===== config.mk =====
export PLATFORM = sky130hd
export DESIGN_NAME = tdm_demux_2x1
export DESIGN_NICKNAME = d
export VERILOG_FILES = /design/src/rtl/tdm_demux_2x1.sv
export SDC_FILE = /design/constraint.sdc
export NUM_CORES = 1
export LEC_CHECK = 0
export CAP_MARGIN = 0
export CORE_MARGIN = 2
export CORE_UTILIZATION = 36
export DETAILED_ROUTE_END_ITERATION = 8
export HOLD_SLACK_MARGIN = 0.1
export PLACE_DENSITY = 0.79
export SLEW_MARGIN = 20
export SYNTH_ARGS = -nofsm -noshare
export SYNTH_HDL_FRONTEND = slang
export SYNTH_SLANG_ARGS = --single-unit
export TNS_END_PERCENT = 100

===== constraint.sdc =====
create_clock -name clock -period 1.41 [get_ports clock]
set_input_delay 0.282 -clock clock [delete_from_list [all_inputs] [get_ports clock]]
set_output_delay 0.282 -clock clock [all_outputs]
set_load 0.05 [all_outputs]

===== src/rtl/tdm_demux_2x1.sv =====
// Receive side of a 2:1 TDM link: locks on the A-slot sync marker and steers
// alternating A/B words onto registered per-channel outputs with framing checks.
module tdm_demux_2x1 #(
  parameter int WIDTH = 8
) (
  input  logic             clock,
  input  logic             reset_b,
  input  logic [WIDTH-1:0] data_in,
  input  logic             in_valid,
  input  logic             sync,
  output logic [WIDTH-1:0] out_A,
  output logic [WIDTH-1:0] out_B,
  output logic             valid_A,
  output logic             valid_B,
  output logic             pair_valid,
  output logic             sel,
  output logic             locked,
  output logic             sync_err
);

  // Handshake: data_in and sync are consumed on every rising edge where
  // in_valid=1; there is no back-pressure, so the sender never stalls.
  // Output pulses (valid_A, valid_B, pair_valid, sync_err) are exactly one
  // cycle wide and mark the cycle in which the matching register changed.

  typedef enum logic [1:0] {
    HUNT  = 2'd0,
    EXP_A = 2'd1,
    EXP_B = 2'd2
  } state_t;

  state_t state;

  // sel and locked are pure decodes of the state register, so the full FSM
  // state is visible on the ports without a separate debug output.
  assign sel    = (state == EXP_B);
  assign locked = (state != HUNT);

  always_ff @(posedge clock or negedge reset_b) begin
    if (!reset_b) begin
      state      <= HUNT;
      out_A      <= '0;
      out_B      <= '0;
      valid_A    <= 1'b0;
      valid_B    <= 1'b0;
      pair_valid <= 1'b0;
      sync_err   <= 1'b0;
    end else begin
      valid_A    <= 1'b0;
      valid_B    <= 1'b0;
      pair_valid <= 1'b0;
      sync_err   <= 1'b0;
      if (in_valid) begin
        case (state)
          HUNT: begin
            if (sync) begin
              out_A   <= data_in;
              valid_A <= 1'b1;
              state   <= EXP_B;
            end
          end
          EXP_B: begin
            if (!sync) begin
              out_B      <= data_in;
              valid_B    <= 1'b1;
              pair_valid <= 1'b1;
              state      <= EXP_A;
            end else begin
              // B slot missing: the new sync word starts a fresh frame.
              sync_err <= 1'b1;
              out_A    <= data_in;
              valid_A  <= 1'b1;
            end
          end
          EXP_A: begin
            if (sync) begin
              out_A   <= data_in;
              valid_A <= 1'b1;
              state   <= EXP_B;
            end else begin
              sync_err <= 1'b1;
              state    <= HUNT;
            end
          end
          default: state <= HUNT;
        endcase
      end
    end
  end

endmodule


==> impl_summary.txt, run 1 <==
----------------------------------------------------
[Setup path]
  Top fanout value on the critical path ... 6
  Logic depth of the worst register-to-register path ... 5
  Worst path arrival time ... 1700 ps
  Buffers and inverters on the worst path ... 2
  Slowest stage cell, crit path ... clkdlybuf4s50_1
  Category of the most critical setup path ... in2reg
  CP Data Required Time ... 1610 ps
  Critical register-to-register path endpoint ... out_B[2]
  Cell breakdown of the critical path ... clkdlybuf4s50_1 -> nor4_4 -> buf_4 -> mux2_2
  Critical Path Sink ... out_B[2]
  Launching element type of the critical path ... input port
  CP Launch Point ... sync
  Endpoint type of the worst setup path ... flop
  Top cell family by delay on the critical path ... buffers and inverters
  Worst R2R Start ... state[1]
  Register-to-Register Setup Slack ... -80 ps
  Path length in cells of the critical path ... 4
  CP max stage delay ... 530 ps

[Synthesis]
  Proportion of synthesized chip area in sequential cells ... 0.6604
  Cell type with the highest aggregate area in the netlist ... dfrtp_1
  Combinational family with the most area after synthesis ... multiplexers
  Synthesis Warnings ... 0
  Post-synth net total ... 63
  Syn Area/Cell ... 15.60 sq um
  Xor-xnor portion of the synthesized cell area ... 0
  Total of flip-flops plus latches after synthesis ... 21
  Adder and majority gate portion of the synthesized area ... 0
  Complex-gate fraction of the synthesized area ... 0.02201
  Post-synthesis instance area ... 795.8 sq um
  Share of cell area taken by muxes after synthesis ... 0.2264
  Area share of the largest cell type after synthesis ... 0.6604
  Post-synthesis cell type count ... 15
  Simple-gate share of the synthesized area ... 0.06761
  Gate count after technology mapping ... between 50 and 60
  Synth area leaders ... dfrtp_1, mux2_2, nor4_4

[Clock network]
  Hold buffer count at CTS ... 0
  Clock input transition at the sequential cells of the worst setup and hold paths ... 120 ps
  Max H-tree Level ... 1
  CTS tree ... built
  Sink Count ... 21
  Clock root buffer ... clkbuf_4
  Later-pin clock latency in the skew report ... 300 ps
  Number of buffers created by CTS ... 3
  Maximum clock insertion buffer count ... 2

[Global route]
  Overall fraction of global-route tracks in use ... 0.1682
  Wire length of the first global-routing pass ... 3125 microns
  Via count of the first global-routing pass ... 663
  Largest net degree at the start of global routing ... 22
  Total overflow reported by the global router ... 0
  Number of antenna violations at the first check in global routing ... 0

[Timing]
  Remaining max-slew budget at the tightest pin ... 0.8152
  Worst slack on hold paths ... 318.4 ps
  Skew final ... between 4 and 5 ps
  Maximum clock rate ... 667.4 MHz
  Final hold violation count ... 0
  Number of max-slew violations in the final report ... 0
  Ratio of final minimum period to clock period ... 1.063
  Slew of the pin with the lowest slew margin ... 276.6 ps
  RSZ-0062 raised after global routing ... true
  Setup-violating endpoint count in the final report ... 10
  Final Critical Period ... 1498 ps
  Setup ws final ... -88.39 ps

[Hold path]
  Path class of the lowest-slack min-delay path ... in2async

[Floorplanning]
  Area enclosed by the die boundary ... 0.002603 sq mm
  Die outline height ... 51.02 microns
  Std cell rows ... 17
  Placeable core region ... 0.002148 sq mm
  I/O Pins ... 34
  Horizontal extent of the die ... ~51 microns
  Initial standard-cell utilization of the core ... 0.3704

[Cells and area]
  Net total in the final layout ... between 100 and 150
  Commonest non-fill, non-tap cells in the layout ... buf_12, dfrtp_1, mux2_2, clkdlybuf4s50_1, buf_4
  Final non-filler cell area ... 0.001506 sq mm
  Layout overhead on the synthesized area ... 89.31%
  Share of cells above drive strength 1 ... 0.5876
  Leading cell type in the layout, fill and taps excluded ... buf_12
  Footprint of the flip-flops and latches ... 526.8 sq um
  Fillers ... 125
  Antenna Cells ... 0
  Combined area of the multi-input logic cells ... 275.3 sq um

[Placement]
  Place WS ... -373.3 ps
  Area of placed instances ... 0.001416 sq mm
  I/O Buffers ... 33
  Final weighted congestion in routability-driven placement ... 0.7284
  Placed wire-length estimate ... 1386 microns

[Run]
  Max-cap check violation count ... 0

[Power]
  P_leak ... 0.0006892 uW
  Maximum ir drop on the vdd rail ... 0.0008762 V
  Pwr Density ... between 1500 and 2000 mW/mm^2

[Route]
  Routed WL ... 1981 microns
  Detailed Route Iter0 Violations ... 10
  WL per Instance ... 15.85 microns
  # DRC ... 0
  Vias post-DR ... 587
  Pre-antenna DRT Iters ... 4
  Antenna-violating nets left ... 0
  Post-DR vias/cell ... 4.696

[Run status]
  Violated checks ... setup timing
  Run status ... complete, but fails checks

----------------------------------------------------
[worst min path at each step]
stage	from	to	slack, ps	cells past startpoint
floorplan	reset_b	out_A[0]	-10	0
global placement	out_A[1]	out_A[1]	550	1
detailed placement	out_A[3]	out_A[3]	560	1
CTS	reset_b	out_A[1]	330	2
global route	reset_b	out_A[1]	320	2
finish	reset_b	out_A[1]	320	2
[cells in the mapped netlist]
library cell	n
a21o_1	1
inv_1	2
o21ai_0	1
inv_2	1
nand3_1	1
nor4_4	1
nand2_1	1
a21oi_1	1
nor3b_1	1
mux2_2	16
nor2b_1	1
dfrtp_1	21
buf_4	1
nor2_1	1
or2_2	1
[layer usage]
metal | vias up | global-route usage | routed length, microns
met1 | 298 | 0.1829 | 792
met4 | 0 | 0.06757 | 11
li1 | 267 | - | -
met2 | 20 | 0.3074 | 1063
met3 | 2 | 0.04386 | 113
met5 | - | 0 | 0
[flip-flops by register name, summed over array words and instances, names as in the netlist]
signal      flops
pair_valid      1
out_A           8
state           2
out_B           8
valid_A         1
sync_err        1
[report_power, final]
part	internal [uW]	switching (uW)
Sequential	721	135
Combinational	634	589
Clock	106	180
Total	1460	904
[final cells by class]
cell class              count  share of cell area
multi-input cells          26              0.1827
clock inverters             1            0.003322
clock buffers               3             0.01495
well taps                  28             0.02326
inverters                   3            0.009136
repair buffers             43              0.4169
flip-flops and latches     21              0.3497
[cells by family after synthesis]
group                  Yosys count
DFF                             21
AOI/OAI and AO/OA                3
buffers and inverters            4
muxes                           16
and+or+nand+nor                  7
[per-stage QoR]
stage	std cells	TNS [ps]	power (uW)	util
6_report	125	-687.3	2365	0.7012
5_1_grt	125	-1055	2453	0.7012
4_1_cts	125	-629.4	2352	0.6896
2_1_floorplan	51	-71.53	1364	-
3_5_place_dp	118	-4397	2038	0.6593
3_3_place_gp	118	-3728	2010	0.6593
[what timing repair did]
item	CTS	global route
resized for setup	5	7
cloned	0	0
pin swaps	1	2
endpoints found under the setup margin	10	10
buffers inserted	3	0
Power figures use the tool's default switching activity.
==> run 2, diff against run 1 <==
Settings changed: CORE_UTILIZATION 36 to 40, PLACE_DENSITY 0.79 to 0.83.
Clock period 1.41 ns to 1.6 ns, I/O delays scaled along.
==> impl_summary.txt, run 2 (synthesized netlist as in run 1, its figures left out) <==
----------------------------------------------------
[Run status]
  Run status ... completed

[Power]
  Pwr Density ... 1416 mW/mm^2
  Switching power share of the total ... 0.4112
  Share of total power in combinational logic ... 0.452
  Maximum ir drop on the vdd rail ... 0.0006872 V
  Total internal power ... between 900 and 1000 uW
  Part of the power in the clock network ... 0.140
  Sequential share of power ... 0.407
  Reported net switching power ... 697.3 uW
  P_leak ... approximately 0.00057 uW

[Setup path]
  Category of the most critical setup path ... reg2out
  Worst R2R Start ... state[1]
  Top fanout value on the critical path ... 5
  CP Data Required Time ... 1280 ps
  Worst path arrival time ... 1220 ps
  Launching element type of the critical path ... flop
  Logic depth of the worst register-to-register path ... 4
  Register-to-Register Setup Slack ... 210 ps
  Endpoint type of the worst setup path ... primary output
  CP Launch Point ... state[1]
  Critical register-to-register path endpoint ... out_B[7]

[Cells and area]
  Layout overhead on the synthesized area ... 50.47%
  Top flop regs ... out_A x8, out_B x8, state x2
  Commonest non-fill, non-tap cells in the layout ... buf_4, dfrtp_1, mux2_2, clkdlybuf4s50_1, clkbuf_4
  Net total in the final layout ... 108
  Share of cells above drive strength 1 ... 0.5579
  Fillers ... 164
  Leading cell type in the layout, fill and taps excluded ... buf_4
  Filler-free cell count of the finished design ... approximately 120
  Antenna Cells ... 0

[Timing]
  Skew final ... around 5.3 ps
  Ratio of final minimum period to clock period ... 0.9648
  Number of max-slew violations in the final report ... 0
  Maximum clock rate ... roughly 650 MHz
  Worst slack on hold paths ... 364.6 ps
  Final Critical Period ... 1544 ps
  Final hold violation count ... 0
  Slew of the pin with the lowest slew margin ... around 260 ps
  Remaining max-slew budget at the tightest pin ... 0.8272
  RSZ-0062 raised after global routing ... false
  Setup-violating endpoint count in the final report ... 0

[Hold path]
  Path class of the lowest-slack min-delay path ... in2async

[Floorplanning]
  Placeable core region ... just under 0.002 sq mm
  Area enclosed by the die boundary ... roughly 0.0024 sq mm
  Horizontal extent of the die ... 48.60 microns
  Initial standard-cell utilization of the core ... 0.4141
  Std cell rows ... 16
  Die outline height ... just under 50 microns
  I/O Pins ... 34

[Route]
  Top routing layer in use ... met4
  # DRC ... 0
  Wire length the detailed router placed on met1 ... 667 microns
  Pre-antenna DRT Iters ... 4
  Antenna-violating nets left ... 0
  Met3 wire len ... about 83 microns
  DR WL met2 ... between 700 and 800 microns
  Post-DR vias/cell ... roughly 4.5
  Detailed Route Iter0 Violations ... 2
  WL per Instance ... 12.73 microns
  Routed WL ... 1553 microns
  Vias post-DR ... 554

[Clock network]
  Clock input transition at the sequential cells of the worst setup and hold paths ... approximately 110 ps
  Later-pin clock latency in the skew report ... 290 ps
  Max H-tree Level ... 1
  Sink Count ... 21
  Hold buffer count at CTS ... 0
  CTS tree ... built
  Maximum clock insertion buffer count ... 2
  Clock root buffer ... clkbuf_4
  Number of buffers created by CTS ... 3

[Global route]
  Via count of the first global-routing pass ... 591
  Total overflow reported by the global router ... 0
  Wire length of the first global-routing pass ... roughly 2600 microns
  Largest net degree at the start of global routing ... 22
  Number of antenna violations at the first check in global routing ... 0
  Overall fraction of global-route tracks in use ... 0.1452

[Placement]
  I/O Buffers ... 33
  Placed wire-length estimate ... 1236 microns
  Count of placed standard cells including taps ... 118
  Final weighted congestion in routability-driven placement ... 0.7781

[Run]
  Max-cap check violation count ... 0

----------------------------------------------------
==> run 2: cell types whose count changed in the layout (fill, tap and decap cells not counted), sizes merged <==
cell / change
buf: -2
clkbuf: +1
clkinv: -1
==> run 2: how the worst max path moves through the flow <==
| stage | to | slack (ps) | cells past startpoint |
|---|---|---|---|
| final | locked | 60 | 2 |
| after global routing | locked | 4 | 2 |
| after CTS | locked | 20 | 2 |
| after detailed placement | out_B[7] | -140 | 4 |
| after global placement | out_B[2] | -140 | 4 |
| after floorplan | sync_err | 110 | 3 |
==> run 2: layout make-up <==
class / count / area, sq um / share of cell area
tap: 27 / 33.78 / 0.02821
sequential: 21 / 526.8 / 0.4399
clock buffer: 4 / 26.28 / 0.02194
inverter: 3 / 11.26 / 0.009404
multi-input combinational: 26 / 251.5 / 0.2100
timing repair buffer: 41 / 347.8 / 0.2905
==> run 2: layer usage <==
| layer | vias up | GRT usage |
|---|---|---|
| met5 | - | 0 |
| met4 | 0 | 0.08571 |
| met3 | 2 | 0.04012 |
| met2 | 18 | 0.2283 |
| met1 | 270 | 0.1786 |
| li1 | 264 | - |
==> run 2: stage by stage <==
stage                     setup WS [ps]    util  TNS (ps)  total power (uW)  area (sq um)
after floorplan                   109.4       -         0              1200         795.8
after global placement           -137.6  0.6087     -1478              1459          1170
after detailed placement         -144.5  0.6087     -1584              1476          1170
after CTS                         19.60  0.6224         0              1720          1196
after global routing              4.435  0.6230         0              1778          1197
final                             56.40  0.6230         0              1696          1197
==> run 2: worst max-delay path, cell delays in order (launching register included) <==
cell	delay [ps]
dfrtp_1	440
or2_2	310
buf_4	190
==> run 2: timing repair <==
item                                    4_1_cts  5_1_grt
hold endpoints to repair                      0        0
endpoints found under the setup margin        0        1
buffers inserted                              0        0
gates resized for setup                       0        1
==> run 2: power by group through the flow <==
stage          clock (uW)  combinational, uW  sequential (uW)
4_1_cts               254                774              692
3_3_place_gp            0                758              701
3_5_place_dp            0                773              703
2_1_floorplan           0                145             1060
6_report              238                767              691
5_1_grt               277                792              708
==> run 3, diff against run 2 <==
Settings changed: SLEW_MARGIN 20 to default.
==> results of run 3 <==
The final DEF is identical to that of run 2; final timing and power are the same.
